==> src/rtl/game_pkg.sv <==
// Shared encodings for the tunnel-game flow controller: FSM states,
// game_info bit positions and direction codes.
package game_pkg;

    typedef enum logic [2:0] {
        ST_IDLE      = 3'd0,
        ST_COUNTDOWN = 3'd1,
        ST_PLAY      = 3'd2,
        ST_CRASH     = 3'd3,
        ST_OVER      = 3'd4
    } state_t;

    localparam int unsigned DIR_LSB   = 0;
    localparam int unsigned LEVEL_BIT = 4;
    localparam int unsigned PLAY_BIT  = 7;

    localparam logic [1:0] DIR_LEFT  = 2'b10;
    localparam logic [1:0] DIR_RIGHT = 2'b01;
    localparam logic [1:0] DIR_NONE  = 2'b00;

    // Conflicting or absent requests both mean "go straight".
    function automatic logic [1:0] dir_code(input logic left, input logic right);
        if (left && !right)
            return DIR_LEFT;
        else if (right && !left)
            return DIR_RIGHT;
        else
            return DIR_NONE;
    endfunction

endpackage

==> src/rtl/frame_divider.sv <==
// Modulo-N frame_tick counter with synchronous clear; term pulses on the N-th tick.
// Latency: term is combinational on the terminal tick. No backpressure: tick is a pulse.
// Backpressure: none, counts every enabled tick; clear has priority over tick.
module frame_divider #(
    parameter int unsigned N = 60,
    localparam int unsigned W = (N > 1) ? $clog2(N) : 1
) (
    input  logic clock,
    input  logic rst,
    input  logic clear,
    input  logic tick,
    output logic term
);

    localparam logic [W-1:0] LAST = W'(N - 1);

    logic [W-1:0] count;

    assign term = tick && (count == LAST);

    always_ff @(posedge clock) begin
        if (rst || clear)
            count <= '0;
        else if (tick)
            count <= term ? '0 : count + W'(1);
    end

endmodule

==> src/rtl/game_sequencer.sv <==
// Game-flow controller: idle/countdown/play/crash/over, score, level, game_info word.
// Latency: game_info/video_rst/score registered, one cycle after inputs. No backpressure.
// Optional: GAME_SEQ_HIGH_SCORE_EN adds a high_score register and port.
module game_sequencer
    import game_pkg::*;
#(
    parameter int unsigned FRAMES_PER_STEP = 60,
    parameter int unsigned SCORE_DIV       = 6,
    parameter int unsigned LEVEL_UP_SCORE  = 500,
    parameter int unsigned CRASH_FRAMES    = 120
) (
    input  logic        clock,
    input  logic        rst,
    input  logic        btn_left,
    input  logic        btn_right,
    input  logic        btn_start,
    input  logic        frame_tick,
    input  logic        collision,
    output logic [7:0]  game_info,
    output logic        video_rst,
    output logic [15:0] score,
    output logic [1:0]  countdown,
    output logic        game_over,
    output logic [2:0]  state_dbg
`ifdef GAME_SEQ_HIGH_SCORE_EN
    ,
    output logic [15:0] high_score
`endif
);

    state_t      state, state_nxt;
    logic        start_q;
    logic        start_rise;
    logic        start_game;
    logic        state_change;
    logic [1:0]  step_idx;
    logic        level, level_nxt;
    logic [15:0] score_nxt;
    logic [7:0]  game_info_nxt;
    logic        step_term, score_term, crash_term;

    assign start_rise   = btn_start && !start_q;
    assign start_game   = start_rise && (state == ST_IDLE || state == ST_OVER);
    assign state_change = (state_nxt != state);

    // Clearing on every transition means a tick in the entry cycle never counts.
    frame_divider #(.N(FRAMES_PER_STEP)) u_step_div (
        .clock (clock),
        .rst   (rst),
        .clear (state_change),
        .tick  (frame_tick && state == ST_COUNTDOWN),
        .term  (step_term)
    );

    frame_divider #(.N(SCORE_DIV)) u_score_div (
        .clock (clock),
        .rst   (rst),
        .clear (state_change),
        .tick  (frame_tick && state == ST_PLAY),
        .term  (score_term)
    );

    frame_divider #(.N(CRASH_FRAMES)) u_crash_div (
        .clock (clock),
        .rst   (rst),
        .clear (state_change),
        .tick  (frame_tick && state == ST_CRASH),
        .term  (crash_term)
    );

    always_ff @(posedge clock) begin
        if (rst)
            state <= ST_IDLE;
        else
            state <= state_nxt;
    end

    always_comb begin
        state_nxt     = state;
        score_nxt     = score;
        level_nxt     = level;
        game_info_nxt = 8'h00;

        case (state)
            ST_IDLE:      if (start_rise) state_nxt = ST_COUNTDOWN;
            ST_COUNTDOWN: if (step_term && step_idx == 2'd2) state_nxt = ST_PLAY;
            ST_PLAY:      if (collision) state_nxt = ST_CRASH;
            ST_CRASH:     if (crash_term) state_nxt = ST_OVER;
            ST_OVER:      if (start_rise) state_nxt = ST_COUNTDOWN;
            default:      state_nxt = ST_IDLE;
        endcase

        // A collision in the same cycle as a due increment drops the increment.
        if (start_game)
            score_nxt = 16'h0000;
        else if (state == ST_PLAY && score_term && !collision && score != 16'hFFFF)
            score_nxt = score + 16'd1;

        if (start_game)
            level_nxt = 1'b0;
        else if (score_nxt >= 16'(LEVEL_UP_SCORE))
            level_nxt = 1'b1;

        if (state_nxt == ST_PLAY) begin
            game_info_nxt[DIR_LSB +: 2] = dir_code(btn_left, btn_right);
            game_info_nxt[PLAY_BIT]     = 1'b1;
        end
        game_info_nxt[LEVEL_BIT] = level_nxt;
    end

    always_ff @(posedge clock) begin
        if (rst) begin
            start_q   <= 1'b0;
            step_idx  <= 2'd0;
            score     <= 16'h0000;
            level     <= 1'b0;
            game_info <= 8'h00;
            video_rst <= 1'b0;
        end else begin
            start_q   <= btn_start;
            score     <= score_nxt;
            level     <= level_nxt;
            game_info <= game_info_nxt;
            video_rst <= state_change && (state_nxt == ST_COUNTDOWN);
            if (state_change)
                step_idx <= 2'd0;
            else if (step_term)
                step_idx <= step_idx + 2'd1;
        end
    end

`ifdef GAME_SEQ_HIGH_SCORE_EN
    always_ff @(posedge clock) begin
        if (rst)
            high_score <= 16'h0000;
        else if (state_change && state_nxt == ST_OVER && score > high_score)
            high_score <= score;
    end
`endif

    assign countdown = (state == ST_COUNTDOWN) ? (2'd3 - step_idx) : 2'd0;
    assign game_over = (state == ST_OVER);
    assign state_dbg = state;

endmodule

==> config.mk <==
export PLATFORM = sky130hd
export DESIGN_NAME = game_sequencer
export DESIGN_NICKNAME = d
export VERILOG_FILES = /design/src/rtl/game_pkg.sv /design/src/rtl/frame_divider.sv /design/src/rtl/game_sequencer.sv
export SDC_FILE = /design/constraint.sdc
export NUM_CORES = 1
export LEC_CHECK = 0
export BUFFER_PORTS_ARGS = -buffer_cell sky130_fd_sc_hd__buf_2
export CAP_MARGIN = 20
export CORE_ASPECT_RATIO = 1.2
export CORE_MARGIN = 2
export CORE_UTILIZATION = 56
export DETAILED_ROUTE_END_ITERATION = 8
export GPL_TIMING_DRIVEN = 0
export PLACE_DENSITY = 0.79
export SLEW_MARGIN = 15
export SYNTH_ARGS = -nofsm -noshare
export SYNTH_HDL_FRONTEND = slang
export SYNTH_SLANG_ARGS = --single-unit
==> constraint.sdc <==
create_clock -name clock -period 3.45 [get_ports clock]
set_input_delay 0.345 -clock clock [delete_from_list [all_inputs] [get_ports clock]]
set_output_delay 0.345 -clock clock [all_outputs]
set_load 0.02 [all_outputs]
==> impl_metrics.py <==
metrics = {
    "drt": {
        "final_antenna_net_count": 0,
        "drc_errors": 0,
        "dr.pass1.iters": 4,
        "vias": 2162,
        "routed_wirelength_mm": 4.75,
        "wl_per_cell_um": 12.4,
        "via_per_inst": 5.66,
        "drt-initial-drc-count": 133,
    },
    "run_status": {
        "status": "finished clean",
    },
    "clocking": {
        "cts_buffer_depth": 2,
        "postCtsHoldBufs": 0,
        "numCtsBuffers": 5,
        "cts_resized": 0,
        "clkTransAtPathRegs_ns": 0.09,
        "clock_latency_ns": 0.30,
        "cts.htree.levels": 2,
        "cts-root-buf": "clkbuf_8",
        "cts_setup_buffers": 0,
        "cts_tree": "built",
        "clock-sinks": 43,
    },
    "synth": {
        "synth_cell_types": 51,
        "netlist.area_leader.share_pct": 37.2,
        "yosys_register_bits": 43,
        "synth_edf_count": 0,
        "postSynthCellCount": 284,
        "synth_top_cells_by_area": "dfxtp_1 37%, nor2_1 6.8%, a21oi_1 4.5%",
        "ys_warn_count": 0,
        "post-synth-top-count-cell": "dfxtp_1",
        "syn_area_um2": 2310,
        "synth_common_cells": "43 x dfxtp_1, 42 x nor2_1, 24 x nand2_1, 21 x a21oi_1, 11 x nor3_1",
        "yosys_most_used_dff": "dfxtp_1",
        "ys_seq_area_share_pct": 37.2,
        "async_reset_ff_share_pct": 0,
        "synth.avg_cell_area_um2": 8.15,
        "synth_top_area_cell": "dfxtp_1",
    },
    "floorplanning": {
        "io_pins": 38,
        "core_area_um2": 3940,
        "fp.dieArea_um2": 4670,
        "die_y_um": 74.4,
        "start_util_pct": 58.7,
        "num_rows": 25,
        "die_w_um": 62.7,
    },
    "pwr": {
        "netSwitchingPower_mw": 0.210,
        "swShare_pct": 21.8,
        "intPower_mw": 0.754,
        "comb_power_share_pct": 5.8,
        "power.leakage_nw": 1.03,
        "p_clk_share_pct": 42.3,
        "power_density_nw_per_um2": 360,
        "power_frac_seq_pct": 51.9,
        "ir_drop_v": 0.000323,
    },
    "timing": {
        "fin_crit_ns": 2.97,
        "setup_viol": 0,
        "worst_pin_slew_ns": 0.998,
        "slew_violations": 0,
        "period_share_pct": 86.0,
        "fin_hold_ws_ns": 0.210,
        "relSlewSlack_pct": 32.9,
        "max_freq_ghz": 0.337,
        "rsz0062_at_grt": "no",
        "fin_skew_ns": 0.0132,
        "hold_viol": 0,
        "finalSetupTns_ns": 0,
    },
    "hold_path": {
        "hp-class": "in2reg",
        "hp-start": "btn_right",
    },
    "setup_path": {
        "worstSetupEndpointType": "register",
        "cp_max_fo": 7,
        "crit_path_start": "score[0]$_SDFF_PP0_",
        "worstReg2RegStart": "score[0]$_SDFF_PP0_",
        "cp_data_arrival_time_ns": 3.14,
        "required_ns": 3.62,
        "crit_type": "reg2reg",
        "crit_path_start_kind": "register",
    },
    "global_routing": {
        "grt_util_all_layers_pct": 21.5,
        "grt_pass1_vias": 1899,
        "grt_overflow_total": 0,
        "antenna_found_initial": 0,
        "grt_pass1_wl_mm": 7.91,
        "grt_max_degree": 14,
    },
    "final_layout": {
        "ff_latch_area_um2": 861,
        "instances_no_fill": 382,
        "drive_gt1_share_pct": 18.6,
        "nets": 340,
        "diodes": 0,
        "multi_input_area_um2": 1330,
        "num-fill-cells": 359,
        "area_growth_pct": 15.6,
    },
    "placed_design": {
        "portBuffers": 33,
        "gp_congestion": 0.832,
        "dp_hpwl_mm": 3.61,
        "dp.cells": 374,
    },
    "run": {
        "drv_cap": 0,
    },
}
[metal layers]
| metal | vias up | routed length, um | global-route usage, % | part of all wire [%] |
|---|---|---|---|---|
| li1 | 1085 | - | - | - |
| met1 | 1034 | 1930 | 23.2 | 41 |
| met2 | 33 | 2580 | 40.9 | 54 |
| met3 | 10 | 153 | 5.14 | 3.2 |
| met4 | 0 | 88 | 9.14 | 1.9 |
| met5 | - | 0 | 0 | 0 |
[final cells by class]
class	count	area share (%)
multi-input combinational	220	49.8
sequential	43	32.2
timing repair buffer	33	6.17
buffer	17	3.93
clock buffer	6	3.09
tap	54	2.52
clock inverter	2	1.31
inverter	7	0.982
[cells in the final DEF (no fill, tap or decap), types with 4 or more instances in the layout]
| cell | count |
|---|---|
| a21oi_1 | 21 |
| and3_1 | 7 |
| buf_2 | 38 |
| buf_4 | 5 |
| clkbuf_1 | 4 |
| clkbuf_8 | 6 |
| conb_1 | 4 |
| dfxtp_1 | 43 |
| ha_1 | 6 |
| inv_1 | 7 |
| nand2_1 | 24 |
| nand2b_1 | 5 |
| nand3_1 | 10 |
| nand4_1 | 8 |
| nor2_1 | 42 |
| nor3_1 | 11 |
| nor3b_1 | 5 |
| o21ai_0 | 9 |
| or4_1 | 4 |
| xnor2_1 | 8 |
| xor2_1 | 10 |
[flip-flops by register name, indices dropped and copies added, names as in the netlist]
name,cells
u_step_div.count,6
start_q,1
u_score_div.count,3
game_info,4
u_crash_div.count,7
state_dbg,3
video_rst,1
score,16
step_idx,2
[power by group through the flow]
stage	logic [mW]	registers [mW]	clock network, mW
final	0.0559	0.500	0.408
after global routing	0.0621	0.501	0.428
after CTS	0.0565	0.500	0.418
after detailed placement	0.0562	0.512	0
after global placement	0.0561	0.512	0
after floorplan	0.0373	0.514	0
[worst max-delay path: stages (launching register included)]
cell and delay, ns:
dfxtp_1 0.43, ha_1 0.22, nand4_1 0.19, nor4_1 0.87, nor3_1 0.30, and4b_1 0.28
o311ai_0 0.42, a31oi_1 0.13
[logic make-up after synthesis]
group,Yosys count,share of synthesized area (%)
adder cells (fa/ha/maj),6,3.24
other,1,0.162
flip-flops,43,37.2
buffers and inverters,24,5.68
AO/OA/AOI/OAI,48,13.1
XOR/XNOR,18,6.81
AND/OR/NAND/NOR,144,33.8
[metrics by stage]
stage | power, mW | area (um2) | setup WS (ns) | utilization (%)
4_1_cts | 0.975 | 2680 | 0.469 | 67.9
2_1_floorplan | 0.551 | 2330 | 0.898 | -
3_5_place_dp | 0.568 | 2560 | 0.494 | 64.9
5_1_grt | 0.991 | 2680 | 0.287 | 67.9
6_report | 0.964 | 2680 | 0.485 | 67.9
3_3_place_gp | 0.568 | 2560 | 0.494 | 64.9
[path summary, 6_finish.rpt]
path | end | slack [ns] | cells past startpoint
worst max-delay path | game_info[4]$_SDFF_PP0_ | 0.48 | 7
worst min-delay path | game_info[1]$_SDFF_PP0_ | 0.21 | 2
worst min register to register | u_crash_div.count[5]$_SDFFE_PP0P_ | 0.49 | 2
worst max register to register | game_info[4]$_SDFF_PP0_ | 0.48 | 7
Power figures use the tool's default switching activity.
